<file path="src/rtl/io_int_pkg.sv">
// ---------------------------------------------------------------------------
// io_int_pkg
// Shared definitions for the I/O and interrupt controller slice.
//   - channel state encodings (chosen so the state bit equals the flag value)
//   - interrupt FSM state encoding
//   - flag reset constants
// ---------------------------------------------------------------------------
package io_int_pkg;

   // Flag values coming out of reset: no input word waiting, output free.
   localparam logic FGI_RST = 1'b0;
   localparam logic FGO_RST = 1'b1;

   // Input channel: the encoding equals fgi, so the flag is a pure state decode.
   typedef enum logic {
      IN_EMPTY = 1'b0,
      IN_FULL  = 1'b1
   } in_state_t;

   // Output channel: the encoding equals fgo (idle means the flag is set).
   typedef enum logic {
      OUT_BUSY = 1'b0,
      OUT_IDLE = 1'b1
   } out_state_t;

   // Interrupt request sequencing.
   typedef enum logic [1:0] {
      INT_OFF     = 2'd0,
      INT_ARMED   = 2'd1,
      INT_PENDING = 2'd2
   } int_state_t;

endpackage

</file>
<file path="src/rtl/int_req_fsm.sv">
// ---------------------------------------------------------------------------
// int_req_fsm
// Three-state interrupt request FSM (OFF / ARMED / PENDING).
// Ports:
//   clk, reset   clock and asynchronous active-high reset
//   ion, iof     interrupt enable / disable strobes
//   ack          interrupt cycle completed
//   boundary     T0 slot before the next fetch
//   flag_any     registered fgi | fgo
//   ien          interrupt enable (registered)
//   int_r        interrupt-cycle request R (registered)
// ---------------------------------------------------------------------------
module int_req_fsm
   import io_int_pkg::*;
(
   input  logic clk,
   input  logic reset,
   input  logic ion,
   input  logic iof,
   input  logic ack,
   input  logic boundary,
   input  logic flag_any,
   output logic ien,
   output logic int_r
);

   int_state_t state;

   // State and both outputs are registered together. An acknowledge or an IOF
   // always wins and drops straight to OFF, which is why ack+iof in the same
   // cycle cannot leave the request armed. ION only matters from OFF, and a
   // boundary only raises R from ARMED when a flag was already set before the
   // edge (flag_any is itself a register decode).
   always_ff @(posedge clk or posedge reset) begin
      if (reset) begin
         state <= INT_OFF;
         ien   <= 1'b0;
         int_r <= 1'b0;
      end else if (ack || iof) begin
         state <= INT_OFF;
         ien   <= 1'b0;
         int_r <= 1'b0;
      end else begin
         case (state)
            INT_OFF: begin
               if (ion) begin
                  state <= INT_ARMED;
                  ien   <= 1'b1;
               end
            end
            INT_ARMED: begin
               if (boundary && flag_any) begin
                  state <= INT_PENDING;
                  int_r <= 1'b1;
               end
            end
            INT_PENDING: begin
               state <= INT_PENDING;
            end
            default: begin
               state <= INT_OFF;
               ien   <= 1'b0;
               int_r <= 1'b0;
            end
         endcase
      end
   end

endmodule

</file>
<file path="src/rtl/io_int_ctrl.sv">
// ---------------------------------------------------------------------------
// io_int_ctrl
// I/O datapath sequencer: fills INPR from the input device, drains OUTR to
// the output device, keeps FGI/FGO/IEN and raises the interrupt request R.
// Ports:
//   clk, reset                       clock, async active-high reset
//   dev_in_valid/data, dev_in_ready  input device handshake
//   dev_out_valid, dev_out_ready     output device handshake
//   INPR_Register, OUTR_Register     data registers
//   cpu_inp, cpu_out, cpu_out_data   INP / OUT execute strobes and AC data
//   cpu_ion, cpu_iof                 interrupt enable / disable strobes
//   cpu_fetch_boundary, cpu_int_ack  interrupt sequencing from control unit
//   fgi, fgo, ien, int_r             flags and interrupt request
//   err_overrun, err_underrun        sticky misuse indicators
// ---------------------------------------------------------------------------
module io_int_ctrl
   import io_int_pkg::*;
#(
   parameter int DATA_W = 16
) (
   input  logic              clk,
   input  logic              reset,
   input  logic              dev_in_valid,
   input  logic [DATA_W-1:0] dev_in_data,
   output logic              dev_in_ready,
   output logic              dev_out_valid,
   input  logic              dev_out_ready,
   output logic [DATA_W-1:0] INPR_Register,
   output logic [DATA_W-1:0] OUTR_Register,
   input  logic              cpu_inp,
   input  logic              cpu_out,
   input  logic [DATA_W-1:0] cpu_out_data,
   input  logic              cpu_ion,
   input  logic              cpu_iof,
   input  logic              cpu_fetch_boundary,
   input  logic              cpu_int_ack,
   output logic              fgi,
   output logic              fgo,
   output logic              ien,
   output logic              int_r,
   output logic              err_overrun,
   output logic              err_underrun
);

   in_state_t  in_state;
   out_state_t out_state;

   // Flags and handshake signals are straight decodes of the channel state
   // registers, so nothing combinational reaches them from the inputs.
   assign fgi           = (in_state == IN_FULL);
   assign fgo           = (out_state == OUT_IDLE);
   assign dev_in_ready  = ~fgi;
   assign dev_out_valid = ~fgo;

   // Input channel. A word is only taken while empty, so a device word
   // offered in the same cycle as the INP that empties the register is not
   // accepted; it lands at the earliest on the following cycle. INPR keeps
   // its value across the clear because the CPU samples it alongside cpu_inp.
   always_ff @(posedge clk or posedge reset) begin
      if (reset) begin
         in_state      <= in_state_t'(FGI_RST);
         INPR_Register <= '0;
         err_underrun  <= 1'b0;
      end else begin
         case (in_state)
            IN_EMPTY: begin
               if (cpu_inp) begin
                  err_underrun <= 1'b1;
               end
               if (dev_in_valid) begin
                  INPR_Register <= dev_in_data;
                  in_state      <= IN_FULL;
               end
            end
            IN_FULL: begin
               if (cpu_inp) begin
                  in_state <= IN_EMPTY;
               end
            end
            default: begin
               in_state <= in_state_t'(FGI_RST);
            end
         endcase
      end
   end

   // Output channel. OUTR is only written from idle, so an OUT issued while
   // busy is dropped and flagged even if the device finishes that same cycle.
   always_ff @(posedge clk or posedge reset) begin
      if (reset) begin
         out_state     <= out_state_t'(FGO_RST);
         OUTR_Register <= '0;
         err_overrun   <= 1'b0;
      end else begin
         case (out_state)
            OUT_IDLE: begin
               if (cpu_out) begin
                  OUTR_Register <= cpu_out_data;
                  out_state     <= OUT_BUSY;
               end
            end
            OUT_BUSY: begin
               if (cpu_out) begin
                  err_overrun <= 1'b1;
               end
               if (dev_out_ready) begin
                  out_state <= OUT_IDLE;
               end
            end
            default: begin
               out_state <= out_state_t'(FGO_RST);
            end
         endcase
      end
   end

   int_req_fsm u_int_req_fsm (
      .clk      (clk),
      .reset    (reset),
      .ion      (cpu_ion),
      .iof      (cpu_iof),
      .ack      (cpu_int_ack),
      .boundary (cpu_fetch_boundary),
      .flag_any (fgi | fgo),
      .ien      (ien),
      .int_r    (int_r)
   );

endmodule

</file>
<file path="config.mk">
export PLATFORM = sky130hd
export DESIGN_NAME = io_int_ctrl
export DESIGN_NICKNAME = d
export VERILOG_FILES = /design/src/rtl/io_int_pkg.sv /design/src/rtl/int_req_fsm.sv /design/src/rtl/io_int_ctrl.sv
export SDC_FILE = /design/constraint.sdc
export NUM_CORES = 1
export LEC_CHECK = 0
export CORE_MARGIN = 5
export CORE_UTILIZATION = 40
export CTS_BUF_LIST = sky130_fd_sc_hd__clkbuf_8
export DETAILED_ROUTE_END_ITERATION = 12
export PLACE_DENSITY = 0.79
export SYNTH_ARGS = -nofsm -noshare
export SYNTH_HDL_FRONTEND = slang
export SYNTH_SLANG_ARGS = --single-unit
</file>
<file path="constraint.sdc">
create_clock -name clk -period 1.7 [get_ports clk]
set_clock_uncertainty 0.1 [all_clocks]
set_input_delay 0.34 -clock clk [delete_from_list [all_inputs] [get_ports clk]]
set_output_delay 0.34 -clock clk [all_outputs]
set_load 0.02 [all_outputs]
</file>
Yosys cells after proc, flatten, opt, wreduce, memory -nomap -nowiden
Cells that the tools add are included.

operators by class
  equality and inequality tests = 6
  multiplexer cells = 16
  bitwise operators = 3
  reductions and logical operators = 12

operators by type and width
  cell                count
  $reduce_and 2->1    7
  $mux 1              8
  $pmux 1 s2          4
  $mux 2              3
  $pmux 2 s3          1
  $ne 2x1->1 const B  2
  $reduce_or 2->1     2
  $ne 3x1->1 const B  1
  $ne 3x2->1 const B  1
  $eq 2x1->1 const B  1
  $eq 2x2->1 const B  1
  $logic_not 2->1     1
  $not 1->1           2
  $logic_and 1x1->1   1
  $logic_or 1x1->1    1
  $or 1x1->1          1

storage, ports and cells
  register bits after elaboration = 40
  input port bits = 42
  output and inout bits = 40
  logic and storage cells = 46

Logic depth before layout (Yosys ltp)
Gate-level depths: netlist of run 1.

  depth in word-level cells = 5
  mapped depth = 5
  gate-level depth less buffers = 5

Cells and area by module
A second synthesis of run 1 with hierarchy kept.

second synthesis, totals
  cell total of the unflattened synthesis = 111
  area, all modules = 1666.6 sq um

by module, submodules not included
  module       instances  cells each  area an instance (sq um)  seq. area each (sq um)
  io_int_ctrl  1          82          1391.3                    902.1
  int_req_fsm  1          29          275.3                     100.1

Worst setup path before layout of run 1
No wires, ideal clock.

  path kind = register -> register
  from = reg in_state, in the netlist fgi
  to = reg INPR_Register[0]
  setup time = 0.125 ns
  arrival time = 1.196 ns
  data required time = 1.475 ns
  setup slack = 0.279 ns
  stages on the path, launching flop included = 5
  buffers on the path = 2
  clock period less this slack = 1.421 ns
  cells stage by stage = dfrtp_1 > nor2b_1 > buf_6 > buf_8 > mux2_4

on the way
  cells in the longest elaborated chain, start to end = 2

ends and longest elaborated chain
  element                     RTL line           text
  start: declaration          io_int_ctrl.sv:45  in_state_t in_state;
  start signal: assignment    io_int_ctrl.sv:61  in_state <= in_state_t'(FGI_RST);
  start signal: assignment    io_int_ctrl.sv:81  in_state <= in_state_t'(FGI_RST);
  $not 1->1 (no line)         n/a
  $reduce_and 2->1 (no line)  n/a
  end signal: assignment      io_int_ctrl.sv:71  INPR_Register <= dev_in_data;
  end: declaration            io_int_ctrl.sv:28  output logic [DATA_W-1:0] INPR_Register,

No other way between the ends.
A chain may end at the register's enable or synchronous reset.

Worst setup path after layout of run 1
  from = reg out_state, in the netlist fgo
  to = out fgo

RTL lines
  element                   RTL line            text
  start: declaration        io_int_ctrl.sv:46   out_state_t out_state;
  start signal: assignment  io_int_ctrl.sv:91   out_state <= out_state_t'(FGO_RST);
  start signal: assignment  io_int_ctrl.sv:111  out_state <= out_state_t'(FGO_RST);
  end: declaration          io_int_ctrl.sv:38   output logic fgo,

No word-level cell between the ends.

==> results.md, run 1 <==
* Status: complete, no violations
* Overflow after GRT at 0
* Mapped Avg Cell Area at 15.3 um2
* Sinks on Clock Net at 40
* Root Buffer: clkbuf_8
* FILL cells at 294
* Final core utilization at approximately two thirds
* Global-route wire length before repair at 6.40 mm
* Required time of the critical path at 1260 ps
* DRT iter0 DRCs at 68
* Largest net degree at the start of global routing at about 40
* M3 GR Usage at 6.14%
* CTS max path bufs at 2
* CTS tree: done
* Starting Density at 41.8%
* DRC at 0
* Worst-skew pair later-pin latency at 280 ps
* Dominant cell by count in the synthesized netlist: dfrtp_1
* Slew headroom at around 80%
* M2 GR Usage at 25.5%
* NumNets Final at 243
* Detailed Place HPWL at 2.88 mm
* Unique cell type count in the Yosys netlist at 28
* Synth top area cells: dfrtp_1 (58%), mux2_4 (17%), mux2_1 (4.7%)
* Arrival time worst endpoint at 1210 ps
* Met1 Use GR at between 10% and 20%
* EDFF count, synth at 0
* CTS clk-pin slew, worst paths at 70 ps
* Unrepaired setup endpoints after global routing: no
* Top FF cell, synth: dfrtp_1
* Crit-path max FO at 4
* Die width at 74.9 um
* Grt peak-use layer: met2
* Row count at 23
* Critical path buffer and inverter count at 1
* Final Slew Violations at 0
* CP top delay family: flip-flops
* Max cap viols at 0
* Min cycle time layout at about 1600 ps
* Net Count, Synth at 155
* Hold Slack at 322 ps
* Post-route ant nets at 0
* Total clock buffers created by CTS at 5
* Async SR Flop Fraction at 100%
* Critical path class: reg2out
* Achievable Freq at 607 MHz
* Synthesis-to-finish area growth at 59.6%
* Top post-synthesis cells by count: dfrtp_1 (39), mux2_4 (19), inv_1 (7), mux2_1 (7), mux2_2 (6)
* GRT Overall Usage at about 15%
* Vias in the first global route at between 1,000 and 1,500
* Top-area cell type share of the netlist area at 57.9%
* RR Startpoint: u_int_req_fsm.state[1]
* CP startpoint kind: flop
* Slew at the pin closest to its max-slew limit at 316 ps
* DRT Pass-1 Iters at 4
* Vias at 1,187
* Fin crit share at 96.8%
* YS warnings at 0
* Diodes inserted at 0
* GPL Wtd Cong at 0.766
* Synthesized area at 1690 um2
* CP Capture Type: output pin
* Layout cells sized above 1 at just over 20%
* Synth Register Bits at 40
* Die Y at between 70 and 80 um
* Hold Buf Count CTS at 0
* Hold Fails Final Rpt at 0
* Routed WL per cell at 15.5 um
* CP max stage cell: dfstp_2
* Worst setup path startpoint: fgo
* # IOs at 82
* Core area at 4030 um2
* Final setup fails at 0
* Post-synthesis sequential area ratio at 59.5%
* Yosys top cell by area: dfrtp_1
* Die ar. at 5610 um2
* VDD IR-drop max at between 600 and 700 uV
* Initial antenna violation count at 0
* CP peak stage delay at 580 ps
* PD cells at 1100 nW/um2
* Hold Path Class: in2async
* Cells after synthesis at 110
* IO buf count at 81
* LEAKAGE at 0.00137 uW
* CP Cell Sequence: dlygate4sd2_1
* DR vias/cell at 4.79
* H-tree depth at 2
* Routed wire length at between 3 and 4 mm
layout by cell type, fill, tap and decap left out, types with 3 or more instances in the layout:
cell	synthesis	routed
mux2_2	6	6
mux2_4	19	19
dfrtp_1	39	39
inv_1	7	7
clkdlybuf4s50_1	0	41
dlygate4sd2_1	0	22
clkbuf_8	0	7
mux2_1	7	7
dlymetal6s2s_1	0	17
buf_12	0	3
ha_1	3	3
routing by layer:
| layer | part of all wire [%] | vias up |
|---|---|---|
| li1 | - | 556 |
| met1 | 39 | 566 |
| met2 | 49 | 58 |
| met3 | 11 | 7 |
| met4 | 1.3 | 0 |
| met5 | 0 | - |
registers in the layout, indices dropped and copies added, names as in the netlist:
| signal | count |
|---|---|
| INPR_Register | 16 |
| OUTR_Register | 16 |
| u_int_req_fsm.state | 2 |
| err_overrun | 1 |
| err_underrun | 1 |
| fgi | 1 |
| fgo | 1 |
| u_int_req_fsm.ien | 1 |
| u_int_req_fsm.int_r | 1 |
final timing paths:
kind                                        to  slack (ps)  cells after the start
max                                        fgo          50                      1
min in group clk                  err_underrun         370                      1
max reg2reg                u_int_req_fsm.int_r         290                      4
min reg2reg                       err_underrun         370                      1
min                          OUTR_Register[14]         320                      3
max in group asynchronous                  fgo         930                      3
cells by family after synthesis:
logic type / Yosys count / synth area share (%)
muxes: 32 / 25.6
AOI/OAI and AO/OA: 12 / 4.68
buffers and inverters: 10 / 3.79
adders and majority gates: 3 / 2.23
and+or+nand+nor: 13 / 4.23
DFF: 40 / 59.5
worst min-delay path: stages:
cell,delay [ps]
clkdlybuf4s50_1,410
inv_1,100
buf_12,240
power by group:
group          switching, uW  leakage, uW  total, uW  internal [uW]
sequential               106     0.000469       1260           1150
combinational            485     0.000846       1040            558
clock                    304    0.0000503        666            361
total                    896      0.00137       2960           2070
final cells by class:
type / instances / area, um2 / area share [%]
flip-flops and latches: 40 / 1000 / 37.3
repair buffers: 84 / 881 / 32.7
multi-input cells: 60 / 622 / 23.1
clock buffers: 7 / 96.3 / 3.58
well taps: 50 / 62.6 / 2.33
inverters: 7 / 26.3 / 0.977
repair_timing:
action                                 in CTS  in global routing
endpoints found under the hold margin       0                  0
setup endpoints to repair                  23                 18
setup buffers                               0                  0
resized for setup                          24                 18
metrics by stage:
step | TNS, ps | instance area [um2] | total power, uW | std cells | worst slack [ps]
detailed placement | -6.52 | 2580 | 2440 | 241 | -5.87
CTS | 0 | 2650 | 3030 | 248 | 0.938
floorplan | 0 | 1690 | 1850 | 110 | 279
finish | 0 | 2690 | 2960 | 248 | 53.9
global route | 0 | 2690 | 3130 | 248 | 10.5
global placement | 0 | 2580 | 2410 | 241 | 13.9
No activity file was read; power rests on OpenSTA's default activity.
==> run 2, diff against run 1 <==
- CORE_UTILIZATION: 40 -> 42
- PLACE_DENSITY: 0.79 -> 0.83
==> run 2 against run 1 <==
Compared with the run above: sequential share of layout area rose by 0.42 points; total power fell by 2.1%; wire length rose by 12%; worst setup slack improved by 2.9 ps; non-clock buffer count did not move; clock-buffer cell count fell by 2; critical path depth did not move; design area fell by 1.1%; final cell count did not move; sequential power barely moved; combinational power barely moved; die area fell by 4.1%; critical path type unchanged; highest routed layer unchanged.
==> results.md, run 2 (synthesis gave the netlist of run 1 again) <==
* CP Cell Sequence: dlygate4sd2_1 (unchanged)
* Post-CTS setup buffers at 0 (unchanged)
* Die Y at 73.3 um (was 74.9 um)
* Initial antenna violation count at 0 (unchanged)
* Layout cells sized above 1 at 19.7% (was 20.2%)
* H-tree depth at 2 (unchanged)
* Diodes inserted at 0 (unchanged)
* Slew headroom at 79.8% (was 78.9%)
* PD cells at 1090 nW/um2 (was 1100 nW/um2)
* Fin crit share at 96.7% (was 96.8%)
* CP Capture Type: output pin (unchanged)
* Required time of the critical path at 1260 ps (about the same)
* Die ar. at 5380 um2 (was 5610 um2)
* Sequential cell area at 1000 um2 (unchanged)
* Worst-skew pair later-pin latency at 280 ps (about the same)
* GPL Wtd Cong at 0.703 (was 0.766)
* Worst r2r path cells at 4 (unchanged)
* CP startpoint kind: flop (unchanged)
* Reg-to-reg endpoint: u_int_req_fsm.int_r (unchanged)
* Overflow after GRT at 0 (unchanged)
* Vias in the first global route at 1,368 (was 1,331)
* Total clock buffers created by CTS at 5 (unchanged)
* Sinks on Clock Net at 40 (unchanged)
* Unrepaired setup endpoints after global routing: no (unchanged)
* DRC at 0 (unchanged)
* Crit-path max FO at 4 (unchanged)
* Area of the multi-input gates at 622 um2 (unchanged)
* Commonest non-fill, non-tap cell in the layout: clkdlybuf4s50_1 (unchanged)
* Final setup fails at 0 (unchanged)
* Arrival time worst endpoint at 1200 ps (was 1210 ps)
* Pwr Total at 2900 uW (was 2960 uW)
* RR Startpoint: u_int_req_fsm.state[1] (unchanged)
* # IOs at 82 (unchanged)
* Vias at 1,196 (was 1,187)
* Root Buffer: clkbuf_8 (unchanged)
* DRT iter0 DRCs at 33 (was 68)
* Largest net degree at the start of global routing at 41 (unchanged)
* CP peak stage delay at 580 ps (about the same)
* LEAKAGE at 0.00134 uW (was 0.00137 uW)
* CTS tree: done (unchanged)
* Slew at the pin closest to its max-slew limit at 302 ps (was 316 ps)
* Post-route ant nets at 0 (unchanged)
* Row count at 23 (unchanged)
* Largest regs: INPR_Register x16, OUTR_Register x16, u_int_req_fsm.state x2 (unchanged)
* Min cycle time layout at 1640 ps (was 1650 ps)
* Final Slew Violations at 0 (unchanged)
* Starting Density at 42.7% (was 41.8%)
* Core area at 3940 um2 (was 4030 um2)
* CTS max path bufs at 2 (unchanged)
* Die width at 73.3 um (was 74.9 um)
* Status: complete, no violations (unchanged)
* Final core utilization at 67.5% (was 66.8%)
* DRT Pass-1 Iters at 4 (unchanged)
* Reg2reg setup slack at 310 ps (was 290 ps)
* Setup WS pre-CTS at -49.4 ps (was -5.87 ps)
* Synthesis-to-finish area growth at 57.8% (was 59.6%)
* Most frequent cells in the layout: clkdlybuf4s50_1 (41), dfrtp_1 (39), dlygate4sd2_1 (25) (was clkdlybuf4s50_1 (41), dfrtp_1 (39), dlygate4sd2_1 (22))
* FILL cells at 264 (was 294)
* VDD IR-drop max at 657 uV (was 663 uV)
* CTS clk-pin slew, worst paths at 80 ps (was 70 ps)
* Sum Neg Setup Slack at 0 ps (unchanged)
* Routed WL per cell at 17.3 um (was 15.5 um)
* CP max stage cell: dfstp_2 (unchanged)
* Global-route wire length before repair at 6.95 mm (was 6.40 mm)
* Hold Path Class: in2async (unchanged)
* GRT Overall Usage at 17.3% (was 15.1%)
* Critical path class: reg2out (unchanged)
* Detailed Place HPWL at 3.25 mm (was 2.88 mm)
* Hold Fails Final Rpt at 0 (unchanged)
* Worst setup path startpoint: fgo (unchanged)
* Achievable Freq at 609 MHz (was 607 MHz)
* Final setup margin at 56.8 ps (was 53.9 ps)
* NumNets Final at 243 (unchanged)
* IO buf count at 81 (unchanged)
* Critical path buffer and inverter count at 1 (unchanged)
* CP top delay family: flip-flops (unchanged)
* Routed wire length at 4.30 mm (was 3.84 mm)
* Max cap viols at 0 (unchanged)
* DR vias/cell at 4.82 (was 4.79)
[run 2: how the worst max path moves through the flow]
stage	to	slack (ps)	cells after the start
detailed placement	INPR_Register[15]	-50	4
floorplan	INPR_Register[0]	280	4
finish	fgo	60	1
global placement	INPR_Register[3]	-7	4
CTS	OUTR_Register[3]	0.9	1
global route	fgo	7	1
[run 2: metrics by stage]
step,hold WS (ps),std cells,instance area [um2]
6_report,308,248,2660
5_1_grt,331,248,2660
4_1_cts,315,248,2630
3_5_place_dp,352,241,2580
3_3_place_gp,338,241,2580
2_1_floorplan,303,110,1690
[run 2: repair_timing]
action | in CTS | in global routing
cloned | 0 | 0
hold buffers | 0 | 0
resized for setup | 27 | 15
endpoints found under the setup margin | 26 | 15
[run 2: layout make-up]
class	count	share of cell area, %
flip-flops and latches	40	37.7
clock inverters	2	0.329
repair buffers	84	32.7
well taps	50	2.35
inverters	7	0.988
clock buffers	5	2.59
multi-input cells	60	23.4
[run 2: where the power goes]
| part | total, uW | internal, uW | switching (uW) |
|---|---|---|---|
| combinational | 1050 | 552 | 501 |
| sequential | 1270 | 1150 | 119 |
| clock | 579 | 273 | 306 |
| total | 2900 | 1980 | 926 |
[run 2: metal layers]
layer	wire length [um]	track usage [%]
met2	2210	29.6
met1	1640	19.5
met5	0	0
met4	33	5.03
met3	418	7.80
